File: src/rtl/boot_loader_if.sv
// boot_loader_if: byte-stream handshake, instruction-memory write port and
// boot status grouped into one bundle. The slave modport is the loader side;
// the master modport is the upstream byte source / downstream observer side.
interface boot_loader_if #(
    parameter int ADDR_W = 8
);
    logic              in_valid;
    logic [7:0]        in_data;
    logic              in_ready;
    logic              imem_we;
    logic [ADDR_W-1:0] imem_addr;
    logic [31:0]       imem_wdata;
    logic              core_run;
    logic              boot_error;
    logic [15:0]       words_loaded;

    modport slave (
        input  in_valid,
        input  in_data,
        output in_ready,
        output imem_we,
        output imem_addr,
        output imem_wdata,
        output core_run,
        output boot_error,
        output words_loaded
    );

    modport master (
        output in_valid,
        output in_data,
        input  in_ready,
        input  imem_we,
        input  imem_addr,
        input  imem_wdata,
        input  core_run,
        input  boot_error,
        input  words_loaded
    );
endinterface

File: src/rtl/boot_loader.sv
// boot_loader: receives a framed program image (0xA5, LEN_LO, LEN_HI, 4*N data
// bytes LSB first) and writes little-endian 32-bit words into the core's
// instruction memory, then releases the core via core_run.
// Optional build macro BOOT_CHECKSUM_EN appends a one-byte mod-256 sum of the
// data bytes to the frame; a mismatch ends in the error state.
module boot_loader #(
    parameter int IMEM_WORDS = 256,
    parameter int ADDR_W     = 8
) (
    input  logic          clk,
    input  logic          rst,
    boot_loader_if.slave  bus
);

    localparam logic [7:0]  MAGIC     = 8'hA5;
    localparam logic [15:0] MAX_WORDS = 16'(IMEM_WORDS);

    typedef enum logic [2:0] {
        S_IDLE   = 3'd0,
        S_LEN_LO = 3'd1,
        S_LEN_HI = 3'd2,
        S_DATA   = 3'd3,
`ifdef BOOT_CHECKSUM_EN
        S_CSUM   = 3'd4,
`endif
        S_DONE   = 3'd5,
        S_ERROR  = 3'd6
    } state_t;

`ifdef BOOT_CHECKSUM_EN
    // Running checksum step: 8-bit sum that wraps modulo 256.
    function automatic logic [7:0] csum_add(input logic [7:0] sum, input logic [7:0] data);
        return sum + data;
    endfunction
`endif

    state_t            r_state;
    logic              r_in_ready;
    logic              r_imem_we;
    logic [ADDR_W-1:0] r_imem_addr;
    logic [31:0]       r_imem_wdata;
    logic              r_core_run;
    logic              r_boot_error;
    logic [15:0]       r_words_loaded;
    logic [15:0]       r_len;
    logic [1:0]        r_byte_idx;
    logic [23:0]       r_word;      // bytes 0..2 of the word in progress, byte 0 lowest
`ifdef BOOT_CHECKSUM_EN
    logic [7:0]        r_csum;
`endif

    logic              w_accept;
    logic [15:0]       w_len_full;
    logic [15:0]       w_words_next;

    assign w_accept     = bus.in_valid & r_in_ready;
    assign w_len_full   = {bus.in_data, r_len[7:0]};
    assign w_words_next = r_words_loaded + 16'd1;

    assign bus.in_ready     = r_in_ready;
    assign bus.imem_we      = r_imem_we;
    assign bus.imem_addr    = r_imem_addr;
    assign bus.imem_wdata   = r_imem_wdata;
    assign bus.core_run     = r_core_run;
    assign bus.boot_error   = r_boot_error;
    assign bus.words_loaded = r_words_loaded;

    // Frame parser FSM with all outputs registered; in_ready drops in the same
    // edge that enters DONE/ERROR, core_run rises one cycle after DONE entry.
    always_ff @(posedge clk or posedge rst) begin
        if (rst) begin
            r_state        <= S_IDLE;
            r_in_ready     <= 1'b1;
            r_imem_we      <= 1'b0;
            r_imem_addr    <= '0;
            r_imem_wdata   <= 32'h0000_0000;
            r_core_run     <= 1'b0;
            r_boot_error   <= 1'b0;
            r_words_loaded <= 16'h0000;
            r_len          <= 16'h0000;
            r_byte_idx     <= 2'd0;
            r_word         <= 24'h00_0000;
`ifdef BOOT_CHECKSUM_EN
            r_csum         <= 8'h00;
`endif
        end else begin
            // The write strobe is a single-cycle pulse unless re-armed below.
            r_imem_we <= 1'b0;
            case (r_state)
                S_IDLE: begin
                    // Non-magic bytes are silently dropped to resynchronise.
                    if (w_accept && (bus.in_data == MAGIC)) begin
                        r_state <= S_LEN_LO;
                    end
                end
                S_LEN_LO: begin
                    if (w_accept) begin
                        r_len[7:0] <= bus.in_data;
                        r_state    <= S_LEN_HI;
                    end
                end
                S_LEN_HI: begin
                    if (w_accept) begin
                        r_len[15:8] <= bus.in_data;
                        if (w_len_full > MAX_WORDS) begin
                            r_state      <= S_ERROR;
                            r_in_ready   <= 1'b0;
                            r_boot_error <= 1'b1;
                        end else if (w_len_full == 16'h0000) begin
`ifdef BOOT_CHECKSUM_EN
                            r_state    <= S_CSUM;
`else
                            r_state    <= S_DONE;
                            r_in_ready <= 1'b0;
`endif
                        end else begin
                            r_state    <= S_DATA;
                            r_byte_idx <= 2'd0;
                        end
                    end
                end
                S_DATA: begin
                    if (w_accept) begin
`ifdef BOOT_CHECKSUM_EN
                        r_csum <= csum_add(r_csum, bus.in_data);
`endif
                        r_word     <= {bus.in_data, r_word[23:8]};
                        r_byte_idx <= r_byte_idx + 2'd1;
                        if (r_byte_idx == 2'd3) begin
                            // Byte 3 completes the word; the write lands next cycle.
                            r_imem_we      <= 1'b1;
                            r_imem_addr    <= r_words_loaded[ADDR_W-1:0];
                            r_imem_wdata   <= {bus.in_data, r_word};
                            r_words_loaded <= w_words_next;
                            if (w_words_next == r_len) begin
`ifdef BOOT_CHECKSUM_EN
                                r_state    <= S_CSUM;
`else
                                r_state    <= S_DONE;
                                r_in_ready <= 1'b0;
`endif
                            end
                        end
                    end
                end
`ifdef BOOT_CHECKSUM_EN
                S_CSUM: begin
                    if (w_accept) begin
                        r_in_ready <= 1'b0;
                        if (bus.in_data == r_csum) begin
                            r_state <= S_DONE;
                        end else begin
                            r_state      <= S_ERROR;
                            r_boot_error <= 1'b1;
                        end
                    end
                end
`endif
                S_DONE: begin
                    r_in_ready <= 1'b0;
                    r_core_run <= 1'b1;
                end
                S_ERROR: begin
                    r_in_ready   <= 1'b0;
                    r_boot_error <= 1'b1;
                end
                default: begin
                    r_state      <= S_ERROR;
                    r_in_ready   <= 1'b0;
                    r_boot_error <= 1'b1;
                end
            endcase
        end
    end

endmodule

File: src/flat_wrapper.sv
// flat-port wrapper written by rule: the top's interface ports become plain ports
module boot_loader_flat 
#(
    parameter int IMEM_WORDS = 256,
    parameter int ADDR_W     = 8
)
  (clk, rst, bus_in_valid, bus_in_data, bus_in_ready, bus_imem_we, bus_imem_addr, bus_imem_wdata, bus_core_run, bus_boot_error, bus_words_loaded);
  boot_loader_if #(.ADDR_W(ADDR_W)) bus_i ();
  input  logic clk;
  input  logic rst;
  input wire logic [$bits(bus_i.in_valid)-1:0] bus_in_valid;
  input wire logic [$bits(bus_i.in_data)-1:0] bus_in_data;
  output wire logic [$bits(bus_i.in_ready)-1:0] bus_in_ready;
  output wire logic [$bits(bus_i.imem_we)-1:0] bus_imem_we;
  output wire logic [$bits(bus_i.imem_addr)-1:0] bus_imem_addr;
  output wire logic [$bits(bus_i.imem_wdata)-1:0] bus_imem_wdata;
  output wire logic [$bits(bus_i.core_run)-1:0] bus_core_run;
  output wire logic [$bits(bus_i.boot_error)-1:0] bus_boot_error;
  output wire logic [$bits(bus_i.words_loaded)-1:0] bus_words_loaded;
  assign bus_i.in_valid = bus_in_valid;
  assign bus_i.in_data = bus_in_data;
  assign bus_in_ready = bus_i.in_ready;
  assign bus_imem_we = bus_i.imem_we;
  assign bus_imem_addr = bus_i.imem_addr;
  assign bus_imem_wdata = bus_i.imem_wdata;
  assign bus_core_run = bus_i.core_run;
  assign bus_boot_error = bus_i.boot_error;
  assign bus_words_loaded = bus_i.words_loaded;
  boot_loader #(.IMEM_WORDS(IMEM_WORDS), .ADDR_W(ADDR_W)) u_core (.clk(clk), .rst(rst), .bus(bus_i));
endmodule
File: config.mk
export PLATFORM = sky130hd
export DESIGN_NAME = boot_loader_flat
export DESIGN_NICKNAME = d
export VERILOG_FILES = /design/src/rtl/boot_loader_if.sv /design/src/rtl/boot_loader.sv /design/src/flat_wrapper.sv
export SDC_FILE = /design/constraint.sdc
export NUM_CORES = 1
export LEC_CHECK = 0
export ABC_CLOCK_PERIOD_IN_PS = 9000
export BUFFER_PORTS_ARGS = -buffer_cell sky130_fd_sc_hd__buf_2
export CAP_MARGIN = 0
export CORE_ASPECT_RATIO = 1.5
export CORE_MARGIN = 4
export CORE_UTILIZATION = 61
export DETAILED_ROUTE_END_ITERATION = 8
export PLACE_DENSITY_LB_ADDON = 0.25
export SYNTH_ARGS = -nofsm -noshare
export SYNTH_HDL_FRONTEND = slang
export SYNTH_SLANG_ARGS = --single-unit
File: constraint.sdc
create_clock -name clk -period 9 [get_ports clk]
set_input_delay 1.8 -clock clk [delete_from_list [all_inputs] [get_ports clk]]
set_output_delay 1.8 -clock clk [all_outputs]
set_load 0.005 [all_outputs]
==> summary.md, run 1 <==
| Metric | Value |
|---|---|
| Status | `finished clean` |
| Leak | `0.00282 µW` |
| DR iter-0 viols | `226` |
| Die X | `80.5 µm` |
| Switching power share of the total | `0.217` |
| Synth Area in Simple Gates | `0.149` |
| Vias/cell | `5.81` |
| Mean post-synth cell area | `11.6 µm²` |
| CP Class | `input pin to register` |
| Gate power share | `0.019` |
| Post-CTS Setup Bufs | `0` |
| Top delay family on crit path | `buffers and inverters` |
| Synth Flop Type | `dfrtp_1` |
| Number of CTS-inserted buffers | `9` |
| Layout Skew | `0.00793 ns` |
| Syn. warnings | `0` |
| CTS max path bufs | `2` |
| Fin area | `5470 µm²` |
| Grt ovf | `0` |
| Wire length on met2 | `5430 µm` |
| Worst EP required | `9.22 ns` |
| Worst Tran Pin Value | `1.17 ns` |
| Max layer used | `met4` |
| Core Box Area | `7660 µm²` |
| Crit path largest cell delay | `0.85 ns` |
| Total Routing Usage GR | `0.245` |
| Total vias in the final route | `3375` |
| FF+latch count, synth | `105` |
| Root buf cell | `clkbuf_16` |
| Minimum clock period | `3.51 ns` |
| Pin count of the biggest net entering global routing | `62` |
| Final setup fails | `0` |
| Slowest CP cell | `inv_1` |
| Clock power share | `0.424` |
| Met3 wire len | `483 µm` |
| Max-slew violations | `0` |
| HP Class | `register to register` |
| Startpoint types | `input pin` |
| WL final | `10300 µm` |
| Chip Height | `117 µm` |
| Post-cts gate resize count | `0` |
| Share of layout cells above drive strength 1 | `0.340` |
| Vias in the first global route | `3487` |
| Largest family of logic cells by synthesized area | `multiplexers` |
| Cell count after synthesis | `414` |
| Sw Pwr | `184 µW` |
| Rel. slew slack | `0.221` |
| Flop pwr share | `0.557` |
| Port bufs | `70` |
| Antenna violations before repair | `0` |
| Clock-pin slew on the worst setup and hold paths | `0.07 ns` |
| Post-synth EDFFs | `0` |
| Post-CTS Hold Fix Bufs | `0` |
| CTS tree | `built` |
| Sequential area share after synthesis | `0.547` |
| Max-Cap Viols | `0` |
| GP Congestion | `0.882` |
| Placement row count | `39` |
| Synth Cell Area | `4810 µm²` |
| NumNets Final | `487` |
| Yosys top cell by area | `dfrtp_1` |
| Worst-skew pair later-pin latency | `0.34 ns` |
| Synth cell types | `52` |
| RSZ-0062 raised after global routing | `false` |
| Initial Util | `0.627` |
| FFs w/ async S/R, synth | `1.00` |
| Synth Area in XOR/XNOR | `0.0583` |
| # diodes | `0` |
| Crit. End Element | `register` |
| HPWL Detailed | `7160 µm` |
| Compound-Gate Fraction of Synth Area | `0.0518` |
| Worst path bufs/invs | `3` |
| Worst-path cell chain | `buf_2, and2_1, nand3_2, buf_4, inv_1, mux2_2` |
| Drt first pass iters | `5` |
| Syn nets | `427` |
| Period utilisation layout | `0.390` |
| Pwr Density | `155 nW/µm²` |
| Leading cell types by total area after synthesis | `dfrtp_1, mux2_2, nand2_1` |
| Area Growth Syn to Fin | `13.7%` |
| Clk sinks | `105` |
| Peak VDD IR | `0.131 mV` |
| CP arrival | `3.73 ns` |
| Die area | `9390 µm²` |
| Share of the synthesized area in the top cell type | `0.542` |
| First-pass GRT wire length | `17200 µm` |
| Placed cell areas | `5190 µm²` |
| Post-synthesis mux area share | `0.159` |
| Maximum clock frequency | `0.285 GHz` |
| Clock H-tree levels | `3` |
| Top-Level Pins | `71` |
| Final Util | `0.714` |
| Mean routed wirelength per cell | `17.7 µm` |
| Post-DRT Antenna Nets | `0` |
| Wl on met1 | `3960 µm` |
| # DRC | `0` |
| Total Neg Setup Slack | `0 ns` |
| Final hold violations | `0` |
| CP Max Fanout | `36` |
| P_int | `663 µW` |
| Adder-Cell Fraction of Synth Area | `0.00521` |
==> kinds of logic (layout without fill, tap and decap cells) <==
group,after synthesis,after routing
AO/OA/AOI/OAI,36,36
XOR/XNOR,32,32
adder cells (fa/ha/maj),2,2
buffers and inverters,31,96
flip-flops,105,105
multiplexers,68,68
AND/OR/NAND/NOR,140,140
==> area by class of cell <==
cell class / instances / area [µm²]
Sequential cell: 105 / 2630
Fill cell: 566 / 2190
Multi-Input combinational cell: 278 / 2040
Timing Repair Buffer: 72 / 365
Clock buffer: 10 / 229
Tap cell: 102 / 128
Clock inverter: 6 / 43.8
Inverter: 8 / 32.5
==> worst paths after layout <==
kind	start	endpoint	slack, ns	depth (start not counted)
max	bus_in_valid	u_core.bus.imem_wdata[12]$_DFFE_PP0P_	5.49	6
max reg2reg	u_core.bus.words_loaded[0]$_DFFE_PP0P_	u_core.r_state[1]$_DFFE_PP0P_	6.12	7
min reg2reg	u_core.bus.core_run$_DFFE_PP0P_	u_core.bus.core_run$_DFFE_PP0P_	0.47	1
min	u_core.bus.core_run$_DFFE_PP0P_	u_core.bus.core_run$_DFFE_PP0P_	0.47	1
max in group asynchronous	rst	u_core.bus.words_loaded[0]$_DFFE_PP0P_	6.33	3
min in group asynchronous	rst	u_core.r_len[9]$_DFFE_PP0P_	1.52	2
==> worst register-to-register path, stage by stage, from the launching register on <==
cell and delay, ns:
dfrtp_1 0.55, ha_1 0.38, nand4_1 0.24, nor4_1 0.54, o32ai_1 0.16, a2111oi_2 0.56
and4bb_1 0.27, a21oi_1 0.07
==> metrics by stage <==
step / setup WS (ns) / hold slack (ns) / total power [µW] / instances
6_report: 5.49 / 0.473 / 847 / 581
3_5_place_dp: 5.14 / 0.459 / 497 / 565
5_1_grt: 5.37 / 0.493 / 880 / 581
2_1_floorplan: 4.44 / 0.459 / 489 / 414
4_1_cts: 5.50 / 0.475 / 854 / 581
3_3_place_gp: 5.17 / 0.449 / 497 / 565
==> cell usage in the layout (no fill, tap or decap), types with 4 or more instances in the layout <==
cell type,count
inv_1,7
clkbuf_16,9
a31oi_1,6
xor2_1,8
dfrtp_1,104
xnor2_1,24
nand2_1,66
nand4_1,7
buf_2,70
nor3_1,4
a21oi_1,5
mux2_2,65
nor4_1,5
nor2_1,12
o21ai_0,8
nor2b_1,7
nand3_1,12
==> per-layer routing <==
metal / GRT usage / up-vias
met5: 0 / -
met4: 0.110 / 0
met3: 0.0525 / 32
met2: 0.422 / 102
met1: 0.295 / 1672
li1: - / 1569
==> synthesized netlist by cell type (3+ instances only) <==
cell,count
dfrtp_1,104
nand2_1,66
mux2_2,65
xnor2_1,24
nand3_1,12
nor2_1,12
buf_2,9
clkbuf_1,8
inv_1,8
o21ai_0,8
xor2_1,8
nand4_1,7
nor2b_1,7
a31oi_1,6
a21oi_1,5
nor4_1,5
buf_4,4
nor3_1,4
and2_1,3
and3_1,3
mux2i_1,3
nand2b_1,3
o2111ai_1,3
o31ai_1,3
==> power by group through the flow <==
stage                     sequential, µW  clock, µW  combinational [µW]
final                                472        359                15.8
after global routing                 471        391                18.3
after CTS                            472        366                16.6
after detailed placement             481          0                16.4
after global placement               481          0                15.9
after floorplan                      481          0                8.06
==> registers in the layout (all words and copies together) (netlist names) <==
| signal | count |
|---|---|
| u_core.bus.imem_wdata | 32 |
| u_core.r_word | 24 |
| u_core.bus.words_loaded | 16 |
| u_core.r_len | 16 |
| u_core.bus.imem_addr | 8 |
| u_core.r_state | 3 |
| u_core.r_byte_idx | 2 |
| u_core.bus.boot_error | 1 |
| u_core.bus.core_run | 1 |
| u_core.bus.imem_we | 1 |
| u_core.bus.in_ready | 1 |
No activity file was read; power rests on OpenSTA's default activity.
==> run 2, diff against run 1 <==
--- a/config.mk
+++ b/config.mk
@@ -5,12 +5,12 @@
 export SDC_FILE = /design/constraint.sdc
 export NUM_CORES = 1
 export LEC_CHECK = 0
-export ABC_CLOCK_PERIOD_IN_PS = 9000
+export ABC_CLOCK_PERIOD_IN_PS = 3100
 export BUFFER_PORTS_ARGS = -buffer_cell sky130_fd_sc_hd__buf_2
 export CAP_MARGIN = 0
 export CORE_ASPECT_RATIO = 1.5
 export CORE_MARGIN = 4
-export CORE_UTILIZATION = 61
+export CORE_UTILIZATION = 51
 export DETAILED_ROUTE_END_ITERATION = 8
 export PLACE_DENSITY_LB_ADDON = 0.25
 export SYNTH_ARGS = -nofsm -noshare
==> constraint.sdc (replaced) <==
create_clock -name clk -period 3.1 [get_ports clk]
set_input_delay 0.62 -clock clk [delete_from_list [all_inputs] [get_ports clk]]
set_output_delay 0.62 -clock clk [all_outputs]
set_load 0.005 [all_outputs]
==> run 2 against run 1 <==
Clock skew barely moved. Utilization fell by 11 points. Clock power increased to 3.4 times the previous value. Global-route usage shrank 3.9 points. Non-clock buffer count up 6. Setup slack lost 5.0 ns. Total power rose to 3.1 times the previous value. Die area increased by 18%. Sequential power grew to 2.9 times the previous value. Worst hold slack worse by 0.058 ns. Flip-flop and latch count is the same. Largest cell class unchanged. Highest routed layer unchanged.
==> summary.md, run 2 (synthesis results as in run 1) <==
| Metric | Value |
|---|---|
| Worst EP required | `3.32 ns (was 9.22 ns)` |
| Reg2reg start | `u_core.bus.words_loaded[0]$_DFFE_PP0P_ (unchanged)` |
| Wl on met1 | `4290 µm (was 3960 µm)` |
| Die X | `87.3 µm (was 80.5 µm)` |
| Maximum clock frequency | `0.377 GHz` |
| Post-cts gate resize count | `0 (unchanged)` |
| NumNets Final | `493 (was 487)` |
| CP Class | `register to register (was input pin to register)` |
| # fillers | `777 (was 566)` |
| Total Routing Usage GR | `0.206 (was 0.245)` |
| Slowest CP cell | `nor4_1 (was inv_1)` |
| Met3 wire len | `507 µm (was 483 µm)` |
| Period utilisation layout | `0.856` |
| Post-CTS Setup Bufs | `0 (unchanged)` |
| Max reg flops | `32 (unchanged)` |
| Rel. slew slack | `0.463 (was 0.221)` |
| HP Class | `input pin to asynchronous set/reset pin (was register to register)` |
| Worst Tran Pin Value | `0.804 ns (was 1.17 ns)` |
| Vias in the first global route | `3515 (was 3487)` |
| CP arrival | `2.87 ns (was 3.73 ns)` |
| R2r setup slk | `0.45 ns (was 6.12 ns)` |
| Initial Util | `0.519 (was 0.627)` |
| Total Neg Setup Slack | `0 ns (unchanged)` |
| Area Growth Syn to Fin | `16.3% (was 13.7%)` |
| Area occupied by multi-input gates | `2040 µm² (unchanged)` |
| End of the critical path | `u_core.r_state[1]$_DFFE_PP0P_ (was u_core.bus.imem_wdata[12]$_DFFE_PP0P_)` |
| # DRC | `0 (unchanged)` |
| Post-CTS Hold Fix Bufs | `0 (unchanged)` |
| Commonest non-fill, non-tap cell in the layout | `dfrtp_1 (unchanged)` |
| Final Util | `0.604 (was 0.714)` |
| Total vias in the final route | `3343 (was 3375)` |
| Pin count of the biggest net entering global routing | `50 (was 62)` |
| FF-to-FF End | `u_core.r_state[1]$_DFFE_PP0P_ (unchanged)` |
| Share of layout cells above drive strength 1 | `0.351 (was 0.340)` |
| Root buf cell | `clkbuf_16 (unchanged)` |
| Minimum clock period | `2.65 ns` |
| First-pass GRT wire length | `17700 µm (was 17200 µm)` |
| FF/Latch Area | `2630 µm² (unchanged)` |
| Clock power share | `0.465 (was 0.424)` |
| Switching power share of the total | `0.210 (was 0.217)` |
| Sw Pwr | `556 µW (was 184 µW)` |
| P_int | `2090 µW (was 663 µW)` |
| GP Congestion | `0.856 (was 0.882)` |
| Pwr Density | `474 nW/µm² (was 155 nW/µm²)` |
| Die area | `11100 µm² (was 9390 µm²)` |
| Leak | `0.00287 µW (was 0.00282 µW)` |
| Crit path largest cell delay | `0.53 ns (was 0.85 ns)` |
| Most frequent cells in the layout | `dfrtp_1, buf_2, nand2_1, mux2_2, xnor2_1 (unchanged)` |
| R2R cell count | `7 (unchanged)` |
| Number of CTS-inserted buffers | `9 (unchanged)` |
| CTS tree | `built (unchanged)` |
| Vias/cell | `5.60 (was 5.81)` |
| Post-DRT Antenna Nets | `0 (unchanged)` |
| Gate power share | `0.018 (was 0.019)` |
| Crit. End Element | `register (unchanged)` |
| Worst-path cell chain | `ha_1, nand4_1, nor4_1, o32ai_1, a2111oi_2, and4bb_1, a21oi_1 (was buf_2, and2_1, nand3_2, buf_4, inv_1, mux2_2)` |
| Clock H-tree levels | `3 (unchanged)` |
| Flop pwr share | `0.517 (was 0.557)` |
| Core Box Area | `9250 µm² (was 7660 µm²)` |
| Worst-skew pair later-pin latency | `0.35 ns (was 0.34 ns)` |
| CP Max Fanout | `8 (was 36)` |
| Peak VDD IR | `0.422 mV (was 0.131 mV)` |
| Max-Cap Viols | `0 (unchanged)` |
| # diodes | `0 (unchanged)` |
| DR iter-0 viols | `159 (was 226)` |
| Grt ovf | `0 (unchanged)` |
| Max layer used | `met4 (unchanged)` |
| Placement row count | `43 (was 39)` |
| CTS max path bufs | `2 (unchanged)` |
| Chip Height | `127 µm (was 117 µm)` |
| Wire length on met2 | `5750 µm (was 5430 µm)` |
| RSZ-0062 raised after global routing | `false (unchanged)` |
| Startpoint types | `register (was input pin)` |
| HPWL Detailed | `7710 µm (was 7160 µm)` |
| Layout Skew | `0.00755 ns (was 0.00793 ns)` |
| Top-Level Pins | `71 (unchanged)` |
| Status | `finished clean (unchanged)` |
| Drt first pass iters | `4 (was 5)` |
| Final hold violations | `0 (unchanged)` |
| Final setup fails | `0 (unchanged)` |
| Mean routed wirelength per cell | `18.0 µm (was 17.7 µm)` |
| Clock-pin slew on the worst setup and hold paths | `0.07 ns (about the same)` |
| Port bufs | `70 (unchanged)` |
| Antenna violations before repair | `0 (unchanged)` |
| WL final | `10800 µm (was 10300 µm)` |
| Clk sinks | `105 (unchanged)` |
| Max-slew violations | `0 (unchanged)` |
| Crit path from | `u_core.bus.words_loaded[0]$_DFFE_PP0P_ (was bus_in_valid)` |
==> run 2: cell types whose count changed in the layout (fill, tap and decap cells not counted), sizes merged <==
cell,change
buf,+6
clkinv,-3
bufinv,+2
clkbuf,-1
clkinvlp,+1
inv,+1
==> run 2: power by group through the flow <==
stage | logic [µW] | registers, µW | clock network [µW]
2_1_floorplan | 23.7 | 1400 | 0
3_3_place_gp | 49.1 | 1400 | 0
3_5_place_dp | 50.4 | 1400 | 0
4_1_cts | 50.9 | 1370 | 1250
5_1_grt | 55.7 | 1370 | 1310
6_report | 47.8 | 1370 | 1230
==> run 2: worst min path at each step <==
stage               slack, ns                                     to  cells after the start
floorplan                0.46        u_core.bus.core_run$_DFFE_PP0P_                      1
CTS                      0.44  u_core.bus.imem_wdata[26]$_DFFE_PP0P_                      2
detailed placement       0.46    u_core.bus.imem_addr[6]$_DFFE_PP0P_                      2
global placement         0.45        u_core.bus.core_run$_DFFE_PP0P_                      1
global route             0.49   u_core.bus.imem_wdata[3]$_DFFE_PP0P_                      2
finish                   0.42           u_core.bus.imem_we$_DFF_PP0_                      2
==> run 2: worst max-delay path: cells and delay by family (launching register included) <==
kind,cells,cell delay [ns]
AOI/OAI and AO/OA,3,0.68
and+or+nand+nor,3,1.01
adders and majority gates,1,0.34
DFF,1,0.49
==> run 2: final cells by class <==
class / count / area share
Sequential cell: 105 / 0.470
Multi-Input combinational cell: 278 / 0.365
Timing Repair Buffer: 78 / 0.0757
Clock buffer: 9 / 0.0403
Tap cell: 112 / 0.0251
Clock inverter: 7 / 0.0177
Inverter: 8 / 0.00604
==> run 2: metrics by stage <==
step / cells / setup slack, ns / instance area (µm²) / hold slack [ns] / power [µW]
CTS: 597 / 0.514 / 5590 / 0.442 / 2670
floorplan: 414 / 0.810 / 4810 / 0.459 / 1420
finish: 597 / 0.446 / 5590 / 0.415 / 2650
global placement: 581 / 0.586 / 5270 / 0.451 / 1440
global route: 597 / 0.288 / 5590 / 0.491 / 2730
detailed placement: 581 / 0.532 / 5270 / 0.458 / 1450
==> run 2: layer usage <==
metal  track usage  vias up
met5             0        -
li1              -     1570
met3        0.0468       13
met2         0.361       78
met4        0.0750        0
met1         0.242     1682
==> run 3, diff against run 2 <==
--- a/config.mk
+++ b/config.mk
@@ -6,7 +6,7 @@
 export NUM_CORES = 1
 export LEC_CHECK = 0
 export ABC_CLOCK_PERIOD_IN_PS = 3100
-export BUFFER_PORTS_ARGS = -buffer_cell sky130_fd_sc_hd__buf_2
+export BUFFER_PORTS_ARGS = -buffer_cell sky130_fd_sc_hd__buf_4
 export CAP_MARGIN = 0
 export CORE_ASPECT_RATIO = 1.5
 export CORE_MARGIN = 4
==> run 3 against run 2 <==
Clock power is essentially flat. Clock skew fell by 0.0016 ns. Worst hold slack got worse by 0.0059 ns. Combinational power up 8.8%. Utilization increased by 1.8 points. Flip-flop and latch count unchanged. Critical path depth did not move. Critical path type unchanged. Largest cell class unchanged.
==> summary.md, run 3 (synthesis results as in run 1) <==
| Metric | Value |
|---|---|
| Chip Height | `127 µm (unchanged)` |
| Startpoint types | `register (unchanged)` |
| Post-Place Cells | `580 (was 581)` |
| Most frequent cells in the layout | `dfrtp_1, buf_4, nand2_1, mux2_2, xnor2_1 (was dfrtp_1, buf_2, nand2_1, mux2_2, xnor2_1)` |
| Max-slew violations | `0 (unchanged)` |
| Maximum clock frequency | `0.380 GHz (was 0.377 GHz)` |
| Minimum clock period | `2.63 ns (was 2.65 ns)` |
| CP arrival | `2.85 ns (was 2.87 ns)` |
| R2R cell count | `7 (unchanged)` |
| Placement row count | `43 (unchanged)` |
| CTS tree | `built (unchanged)` |
| RSZ-0062 raised after global routing | `false (unchanged)` |
| Status | `finished clean (unchanged)` |
| Pre-CTS setup slack | `0.478 ns (was 0.532 ns)` |
| # fillers | `787 (was 777)` |
| Crit path from | `u_core.bus.words_loaded[0]$_DFFE_PP0P_ (unchanged)` |
| Number of CTS-inserted buffers | `9 (unchanged)` |
| NumNets Final | `492 (was 493)` |
| Vias/cell | `5.62 (was 5.60)` |
| Core Box Area | `9250 µm² (unchanged)` |
| Max-Cap Viols | `0 (unchanged)` |
| Port bufs | `70 (unchanged)` |
| Die X | `87.3 µm (unchanged)` |
| Die area | `11100 µm² (unchanged)` |
| Vias in the first global route | `3474 (was 3515)` |
| Setup ws final | `0.467 ns (was 0.446 ns)` |
| Root buf cell | `clkbuf_16 (unchanged)` |
| Area Growth Syn to Fin | `19.8% (was 16.3%)` |
| HPWL Detailed | `7690 µm (was 7710 µm)` |
| WL final | `10700 µm (was 10800 µm)` |
| Hold WS | `0.409 ns (was 0.415 ns)` |
| FF-to-FF End | `u_core.r_state[1]$_DFFE_PP0P_ (unchanged)` |
| Grt ovf | `0 (unchanged)` |
| Total Routing Usage GR | `0.207 (was 0.206)` |
| # diodes | `0 (unchanged)` |
| Peak VDD IR | `0.382 mV (was 0.422 mV)` |
| Share of layout cells above drive strength 1 | `0.347 (was 0.351)` |
| R2r setup slk | `0.47 ns (was 0.45 ns)` |
| DR iter-0 viols | `135 (was 159)` |
| Max reg flops | `32 (unchanged)` |
| GP Congestion | `0.882 (was 0.856)` |
| Drt first pass iters | `4 (unchanged)` |
| Final Util | `0.622 (was 0.604)` |
| Final setup fails | `0 (unchanged)` |
| Reg2reg start | `u_core.bus.words_loaded[0]$_DFFE_PP0P_ (unchanged)` |
| End of the critical path | `u_core.r_state[1]$_DFFE_PP0P_ (unchanged)` |
| HP Class | `input pin to asynchronous set/reset pin (unchanged)` |
| CP Max Fanout | `8 (unchanged)` |
| Leak | `0.00288 µW (was 0.00287 µW)` |
| First-pass GRT wire length | `17800 µm (was 17700 µm)` |
| Non-filler instance count after layout | `596 (was 597)` |
| Post-CTS Setup Bufs | `0 (unchanged)` |
| Antenna violations before repair | `0 (unchanged)` |
| Commonest non-fill, non-tap cell in the layout | `dfrtp_1 (unchanged)` |
| Clk sinks | `105 (unchanged)` |
| # DRC | `0 (unchanged)` |
| Pwr Density | `460 nW/µm² (was 474 nW/µm²)` |
| Total vias in the final route | `3351 (was 3343)` |
| Top-Level Pins | `71 (unchanged)` |
| Crit. End Element | `register (unchanged)` |
| Worst EP required | `3.31 ns (was 3.32 ns)` |
| Period utilisation layout | `0.850 (was 0.856)` |
| Post-cts gate resize count | `0 (unchanged)` |
| Final hold violations | `0 (unchanged)` |
| Worst-skew pair later-pin latency | `0.34 ns (was 0.35 ns)` |
| Post-DRT Antenna Nets | `0 (unchanged)` |
| Post-CTS Hold Fix Bufs | `0 (unchanged)` |
| Total Neg Setup Slack | `0 ns (unchanged)` |
| Pin count of the biggest net entering global routing | `49 (was 50)` |
| CTS max path bufs | `2 (unchanged)` |
| CP Class | `register to register (unchanged)` |
| Clock-pin slew on the worst setup and hold paths | `0.07 ns (about the same)` |
| Initial Util | `0.519 (unchanged)` |
| Rel. slew slack | `0.479 (was 0.463)` |
| Mean routed wirelength per cell | `17.9 µm (was 18.0 µm)` |
| Clock H-tree levels | `3 (unchanged)` |
| Layout Skew | `0.00592 ns (was 0.00755 ns)` |
| Worst Tran Pin Value | `0.780 ns (was 0.804 ns)` |
-- run 3: changes by cell type in the layout (fill, tap and decap cells not counted), sizes merged --
cell,delta
clkinvlp,-1
buf,-1
clkbuf,+1
-- run 3: cell type report --
| type | count | area [µm²] | share of cell area |
|---|---|---|---|
| Clock buffer | 10 | 229 | 0.0398 |
| Clock inverter | 6 | 95.1 | 0.0165 |
| Inverter | 8 | 33.8 | 0.00587 |
| Multi-Input combinational cell | 278 | 2040 | 0.354 |
| Sequential cell | 105 | 2630 | 0.457 |
| Tap cell | 112 | 140 | 0.0243 |
| Timing Repair Buffer | 77 | 591 | 0.103 |
-- run 3: report_power, final --
part	internal (µW)	total (µW)	switching [µW]
Combinational	13.4	52.0	38.7
Sequential	1370	1370	0
Clock	718	1230	508
Total	2100	2650	547
-- run 3: worst min path at each step --
stage | to | slack [ns] | cells past startpoint
floorplan | u_core.bus.core_run$_DFFE_PP0P_ | 0.46 | 1
global placement | u_core.bus.imem_wdata[27]$_DFFE_PP0P_ | 0.46 | 2
detailed placement | u_core.bus.core_run$_DFFE_PP0P_ | 0.46 | 1
CTS | u_core.bus.imem_wdata[23]$_DFFE_PP0P_ | 0.43 | 2
global route | u_core.bus.imem_wdata[11]$_DFFE_PP0P_ | 0.47 | 2
finish | u_core.bus.imem_wdata[23]$_DFFE_PP0P_ | 0.41 | 2
-- run 3: per-stage QoR --
stage / total power, µW / cell area (µm²)
2_1_floorplan: 1420 / 4810
3_3_place_gp: 1450 / 5430
4_1_cts: 2680 / 5760
5_1_grt: 2740 / 5760
6_report: 2650 / 5760
3_5_place_dp: 1450 / 5430
-- run 3: critical path, stage by stage (launching register included) --
cell and delay (ns):
dfrtp_1 0.50, ha_1 0.33, nand4_1 0.24, nor4_1 0.47
o32ai_1 0.14, a2111oi_2 0.49, and4bb_1 0.26, a21oi_1 0.07
-- run 3: routing by layer --
metal  track usage  part of all wire
met1         0.251              0.41
met3        0.0474             0.042
met2         0.344              0.51
met5             0                 0
met4         0.100             0.035
